`config.mk`:
```
export PLATFORM = sky130hd
export DESIGN_NAME = program_memory
export DESIGN_NICKNAME = d
export VERILOG_FILES = /design/src/rtl/program_memory.sv
export SDC_FILE = /design/constraint.sdc
export NUM_CORES = 2
export LEC_CHECK = 0
export ABC_AREA = 1
export CAP_MARGIN = 20
export CORE_MARGIN = 5
export CORE_UTILIZATION = 50
export CTS_CLUSTER_DIAMETER = 50
export DETAILED_ROUTE_END_ITERATION = 6
export MAX_ROUTING_LAYER = met4
export PLACE_DENSITY_LB_ADDON = 0.08
export SYNTH_ARGS = -nofsm -noshare
export SYNTH_HDL_FRONTEND = slang
export SYNTH_SLANG_ARGS = --single-unit
export TNS_END_PERCENT = 20
```
`constraint.sdc`:
```
create_clock -name clk -period 3.5 [get_ports clk]
set_input_delay 0.7 -clock clk [delete_from_list [all_inputs] [get_ports clk]]
set_output_delay 0.7 -clock clk [all_outputs]
set_load 0.05 [all_outputs]
```
`src/rtl/program_memory.sv`:
```
// 256x8 program RAM loaded over a valid/ready byte stream, fetched by PC with one-cycle registered latency.
// Optional PROG_CHECKSUM_EN adds a trailing sum8 checksum byte (CHK state) that gates entry to RUN.
module program_memory #(
  parameter logic [7:0] FILL = 8'h00
) (
  input  logic       clk,
  input  logic       reset,
  input  logic       load_start,
  input  logic       load_valid,
  input  logic [7:0] load_data,
  input  logic       load_last,
  output logic       load_ready,
  input  logic [7:0] PC,
  output logic [7:0] instruction,
  output logic       run,
  output logic [8:0] prog_len,
  output logic       error
);

`ifdef PROG_CHECKSUM_EN
  typedef enum logic [1:0] {IDLE, LOAD, RUN, CHK} state_t;
`else
  typedef enum logic [1:0] {IDLE, LOAD, RUN} state_t;
`endif

  state_t      state, next_state;
  logic [7:0]  addr;
  logic [7:0]  mem [256];
  logic        xfer;
  logic        start_ok;
  logic        end_prog;
  logic        chk_fail;

`ifdef PROG_CHECKSUM_EN
  logic [7:0] sum;
`endif

  assign start_ok = load_start && (state == IDLE || state == RUN);
  assign xfer     = load_valid && load_ready;
  // The 256th byte closes the program even without load_last.
  assign end_prog = (state == LOAD) && xfer && (load_last || prog_len == 9'd255);

  always_comb begin
    next_state = state;
    load_ready = 1'b0;
    chk_fail   = 1'b0;
    case (state)
      IDLE: if (load_start) next_state = LOAD;
      LOAD: begin
        load_ready = 1'b1;
        if (end_prog) begin
`ifdef PROG_CHECKSUM_EN
          next_state = CHK;
`else
          next_state = RUN;
`endif
        end
      end
      RUN: if (load_start) next_state = LOAD;
`ifdef PROG_CHECKSUM_EN
      CHK: begin
        load_ready = 1'b1;
        if (xfer) begin
          chk_fail   = (load_data != sum);
          next_state = chk_fail ? IDLE : RUN;
        end
      end
`endif
      default: next_state = IDLE;
    endcase
  end

  always_ff @(posedge clk or posedge reset) begin
    if (reset) begin
      state       <= IDLE;
      addr        <= 8'd0;
      prog_len    <= 9'd0;
      instruction <= FILL;
      run         <= 1'b0;
    end else begin
      state <= next_state;
      run   <= (next_state == RUN);
      if (state == RUN && {1'b0, PC} < prog_len)
        instruction <= mem[PC];
      else
        instruction <= FILL;

      if (start_ok) begin
        addr     <= 8'd0;
        prog_len <= 9'd0;
      end else if (state == LOAD && xfer) begin
        prog_len <= prog_len + 9'd1;
        if (addr != 8'hFF) addr <= addr + 8'd1;
      end else if (chk_fail) begin
        prog_len <= 9'd0;
      end
    end
  end

  // RAM contents survive reset and reloads.
  always_ff @(posedge clk) begin
    if (state == LOAD && xfer) mem[addr] <= load_data;
  end

`ifdef PROG_CHECKSUM_EN
  always_ff @(posedge clk or posedge reset) begin
    if (reset) begin
      sum   <= 8'd0;
      error <= 1'b0;
    end else if (start_ok) begin
      sum   <= 8'd0;
      error <= 1'b0;
    end else if (state == LOAD && xfer) begin
      sum <= sum + load_data;
    end else if (state == CHK && xfer) begin
      error <= chk_fail;
    end
  end
`else
  assign error = 1'b0;
`endif

endmodule

```
======== Word level (Yosys, flattened, before mapping) ========
Memories as Yosys holds them, arrays and structs flattened.
Cells that the tools add are included.
operators by class
  multiplexer cells ....................... 12
  reduce and logical (&&, ||, !) cells .... 12
  eq/ne operators ......................... 5
  add/subtract/negate cells ............... 2
  order comparisons ....................... 1
operator list
  cell                                                 number
  two-way mux 8 bit                                    4
  two-way mux 9 bit                                    2
  adder 9 x 1 -> 9 bit, second input constant          1
  equality test 9 x 8 -> 1 bit, second input constant  1
  < comparator 8 x 9 -> 1 bit                          1
  adder 8 x 1 -> 8 bit, second input constant          1
  inequality test 8 bit, second input constant         1
  logical AND 1 bit                                    5
  equality test 2 bit, second input constant           2
  two-way mux 2 bit                                    2
  one-hot mux 2 bit (2 select lines)                   1
  nonzero test 2 bit                                   2
  two-way mux 1 bit                                    3
  equality test 2 x 1 -> 1 bit, second input constant  1
  logical NOT 2 bit                                    1
  logical OR 1 bit                                     2
  AND reduction 2 bit                                  1
  OR reduction 2 bit                                   1
word-level totals
  output and inout bits ................... 20
  memories ................................ 1
  memory bits (writable) .................. 2048
  bits of input ports ..................... 21
  logic and storage cells ................. 38
  bits in registers ....................... 28
memories
  memory  words  bits a word  read ports  clocked after memory_dff  write ports  line  text
  mem     256    8            1           0                         1            28    logic [7:0] mem [256];

======== Depth between registers and ports, before layout ========
  depth after elaboration ................. 8
  mapped depth ............................ 15
  mapped depth without buffers ............ 11

======== Least setup slack after synthesis ========
Ideal clock, no wire load.
  kind .................................... register to register
  start point ............................. register state[1]
  end point ............................... memory mem[153][0] (enable)
  period minus slack after synthesis ...... 3008 ps
  buffers on the path ..................... 1
  required time ........................... 3117 ps
  arrival ................................. 2625 ps
  library setup time ...................... 383 ps
  cell stages (with the launch flop) ...... 9
  path slack .............................. 492 ps
  path through ............................ dfrtp_1 nor2_1 nand2_1 inv_1 nand2_1 inv_1 nand2_1 clkbuf_1 nor3_1
on the way
  word-level cells in the longest chain between the ends .. 6
RTL lines
  what                                     line  text
  from (decl)                              26    state_t state, next_state;
  from (signal assigned)                   81    state <= next_state;
  equality test 2 x 1 -> 1 bit             47    case (state)
  two-way mux 1 bit                        47
  named net load_ready                     12    output logic load_ready,
  logical AND 1 bit                        39    assign xfer = load_valid && load_ready;
  logical AND 1 bit                        102   if (state == LOAD && xfer) mem[addr] <= load_data;
  two-way mux 1 bit                        102
  two-way mux 1 bit (implied by the code)  102
  to (decl)                                28
The timed path passes the listed nets, and every way through them passes these cells.

======== Final worst setup path ========
  start point ............................. register instruction[1]
  end point ............................... output port instruction[1]
RTL lines
  what                    line  text
  from (decl)             14    output logic [7:0] instruction,
  from (signal assigned)  84    instruction <= mem[PC];
No word-level cell between the ends.

==> summary.md <==
| Metric | Value |
|---|---|
| Total area of sequential cells | 62200 um2 |
| Hold Vio Cnt, Final | 0 |
| Crit path max-delay family | buffers and inverters |
| Post-DRT Antenna Nets | 0 |
| Failing checks | DRC |
| Endpoints failing setup | 0 |
| Flops & latches, synth | roughly 2100 |
| Pin count of the biggest net entering global routing | about 120 |
| Sequential cell area fraction in the yosys report | 0.736 |
| GPL Wtd Cong | 0.882 |
| Critical Path End | instruction[1] |
| Synth Flop Type | edfxtp_1 |
| Share of cells above drive strength 1 | 0.104 |
| Unique cell type count in the Yosys netlist | 28 |
| Die Span Y | 421 um |
| Hold_buf cts | 0 |
| Worst Setup End Kind | primary output |
| Maximum clock frequency | 327 MHz |
| Cell count after synthesis | 7126 |
| RSZ-0062 raised after global routing | no |
| Postcts setup bufs | 0 |
| CTS tree | yes |
| Post-synth top area cell | edfxtp_1 |
| Max cap viols | 0 |
| Die area | approximately 180000 um2 |
| Crit Path Max Fanout | 1 |
| Initial DRC Count | just over 6000 |
| Core Rows | 150 |
| IO Pins | 41 |
| Via-per-instance ratio | roughly 5.8 |
| CTS root buffer | clkbuf_16 |
| Path depth of the worst reg2reg path | 8 |
| Reg2reg setup slack | 0.74 ns |
| Power per Cell Area | 554 nW/um2 |
| Vias in the first global route | 53826 |
| WP buf/inv | 1 |
| Antenna violations before repair | 2 |
| Post-CTS sizing | 0 |
| Longest Clk Path Bufs | 3 |
| Nets@finish | 7393 |
| Place WS | about 0.11 ns |
| Worst EP arrival | 2.36 ns |
| R2R Path Start | state[0] |
| Total CTS buffers | 217 |
| Async set or reset register ratio after synthesis | 0.0135 |
| Largest cells by area after synthesis | edfxtp_1, nand3_1, nand2_1 |
| Startpoint Class | flop |
| DP Wirelength | approximately 150000 um |
| Cell count along the critical path | 1 |
| Avg Cell Area, Syn | 11.9 um2 |
| Ant diodes | 0 |
| Status | finished with violations |
| Placeable Area | ~170000 um2 |
| Worst stage delay on the critical path | ~0.95 ns |
| Final count of pins violating max slew | 0 |
| Clk_skew | 0.0351 ns |
| Filler cells | between 10000 and 15000 |
| Die Span X | 421 um |
| Post-synthesis net count | 7160 |
| Vias | 56247 |
| Maximum VDD drop | between 0.5 and 0.6 mV |
| Detailed-router iteration count before antenna repair | 7 |
| Tmin final | slightly above 3 ns |
| Cell-by-cell trace of the critical path | clkdlybuf4s50_1 |
| CTS sink count | 2076 |
| Congestion Overflow GR | 0 |
| Wire per inst | about 25 um |
| Initial Utilization | 0.504 |
| Critical path startpoint | instruction[1] |
| Global-route wire length before repair | 359000 um |
| CP max-delay cell | clkdlybuf4s50_1 |
| Cell area after synthesis | 84500 um2 |
| Htree depth | 4 |
| Worst-path clk slew | 0.06 ns |
| Multi-input gate area | roughly 20000 um2 |
| Worst-margin pin slew | slightly above 1 ns |
| Synthesis warning total | 0 |
| Port-buffer cells | 39 |
| Area Growth Syn to Fin | 14.4% |
| DRC | 11 |
| Skew-Pair Late Insertion Delay | 0.84 ns |
| Post-synth EDFFs | 2048 |
| Total Routing Usage GR | 0.277 |
| HP Class | in -> async |
| Rel. slew slack | 0.312 |
| Leakage | 34.3 nW |
| Crit path required time | 2.80 ns |
| Capturing point of the worst reg2reg path | mem[75][4] |
| Fin worst setup slack | 0.441 ns |
| Crit path kind | reg -> out |
| Setup TNS | 0 ns |
| Fin crit share | 0.874 |
| Total Wirelength | 243000 um |
| Yosys top cell area share | 0.728 |
[worst min path at each step]
stage / to / slack [ns] / depth (start not counted)
floorplan: addr[4] / 0.52 / 1
global placement: run / 0.55 / 2
detailed placement: run / 0.54 / 2
CTS: mem[127][2] / 0.23 / 1
global route: mem[126][2] / 0.25 / 1
finish: prog_len[8] / 0.28 / 3
[placed cells by master (no fill, tap or decap), drive strengths merged, types with 3 or more instances in the layout]
master	instances
edfxtp	2048
nand4	9
clkbuf	276
clkinvlp	8
clkinv	85
nand3	2014
a21oi	15
o22ai	3
o21ai	16
ha	13
bufinv	16
inv	57
clkdlybuf4s50	25
nand2	2123
dfrtp	28
buf	476
nor2	295
nor3	18
[synthesized netlist by cell type, drive strengths merged, types with 2 or more instances]
library cell	instances
a21oi	15
a31oi	2
buf	393
clkbuf	94
dfrtp	28
edfxtp	2048
ha	13
inv	47
nand2	2123
nand3	2014
nand4	9
nor2	295
nor3	18
nor4	2
o21ai	16
o22ai	3
[power by group]
group          internal [mW]  switching, mW
clock                   12.8           9.48
combinational           1.01           2.86
sequential              27.4         0.0545
[cell type report]
cell class | instances | share of cell area
clock buffer | 276 | 0.0598
clock inverter | 118 | 0.0107
inverter | 48 | 0.00221
multi-input combinational | 4515 | 0.204
sequential | 2076 | 0.644
tap | 2204 | 0.0285
timing repair buffer | 501 | 0.0508
[tightest hold or removal path: stages]
cell,delay (ns)
clkdlybuf4s50_1,0.39
inv_1,0.05
buf_4,0.41
[kinds of logic after synthesis]
family / Yosys count / share of synthesized area
AND/OR/NAND/NOR: 4462 / 0.229
flip-flops: 2076 / 0.736
buffers and inverters: 535 / 0.0303
AO/OA/AOI/OAI: 39 / 0.00277
adder cells (fa/ha/maj): 13 / 0.00193
other: 1 / 0.0000444
[registers in the layout, summed over array words and instances, names as in the netlist]
name / count
addr: 8
mem: 2048
instruction: 8
state: 2
run: 1
prog_len: 9
[through the flow]
step	total power, mW	util	hold WS, ns	area [um2]	std cells
after floorplan	29.9	-	0.524	84500	7126
after global placement	31.8	0.536	0.548	89800	9344
after detailed placement	31.8	0.536	0.544	89800	9344
after CTS	53.9	0.577	0.226	96600	9738
after global routing	55.3	0.577	0.255	96600	9738
final	53.6	0.577	0.278	96600	9738
[per-layer routing]
layer	global-route usage	up-vias	wire (um)
li1	-	25805	-
met1	0.381	27883	102000
met2	0.433	2166	116000
met3	0.0465	393	18000
met4	0.0776	0	6910
met5	-	-	0
(Power assumes the default switching activity.)
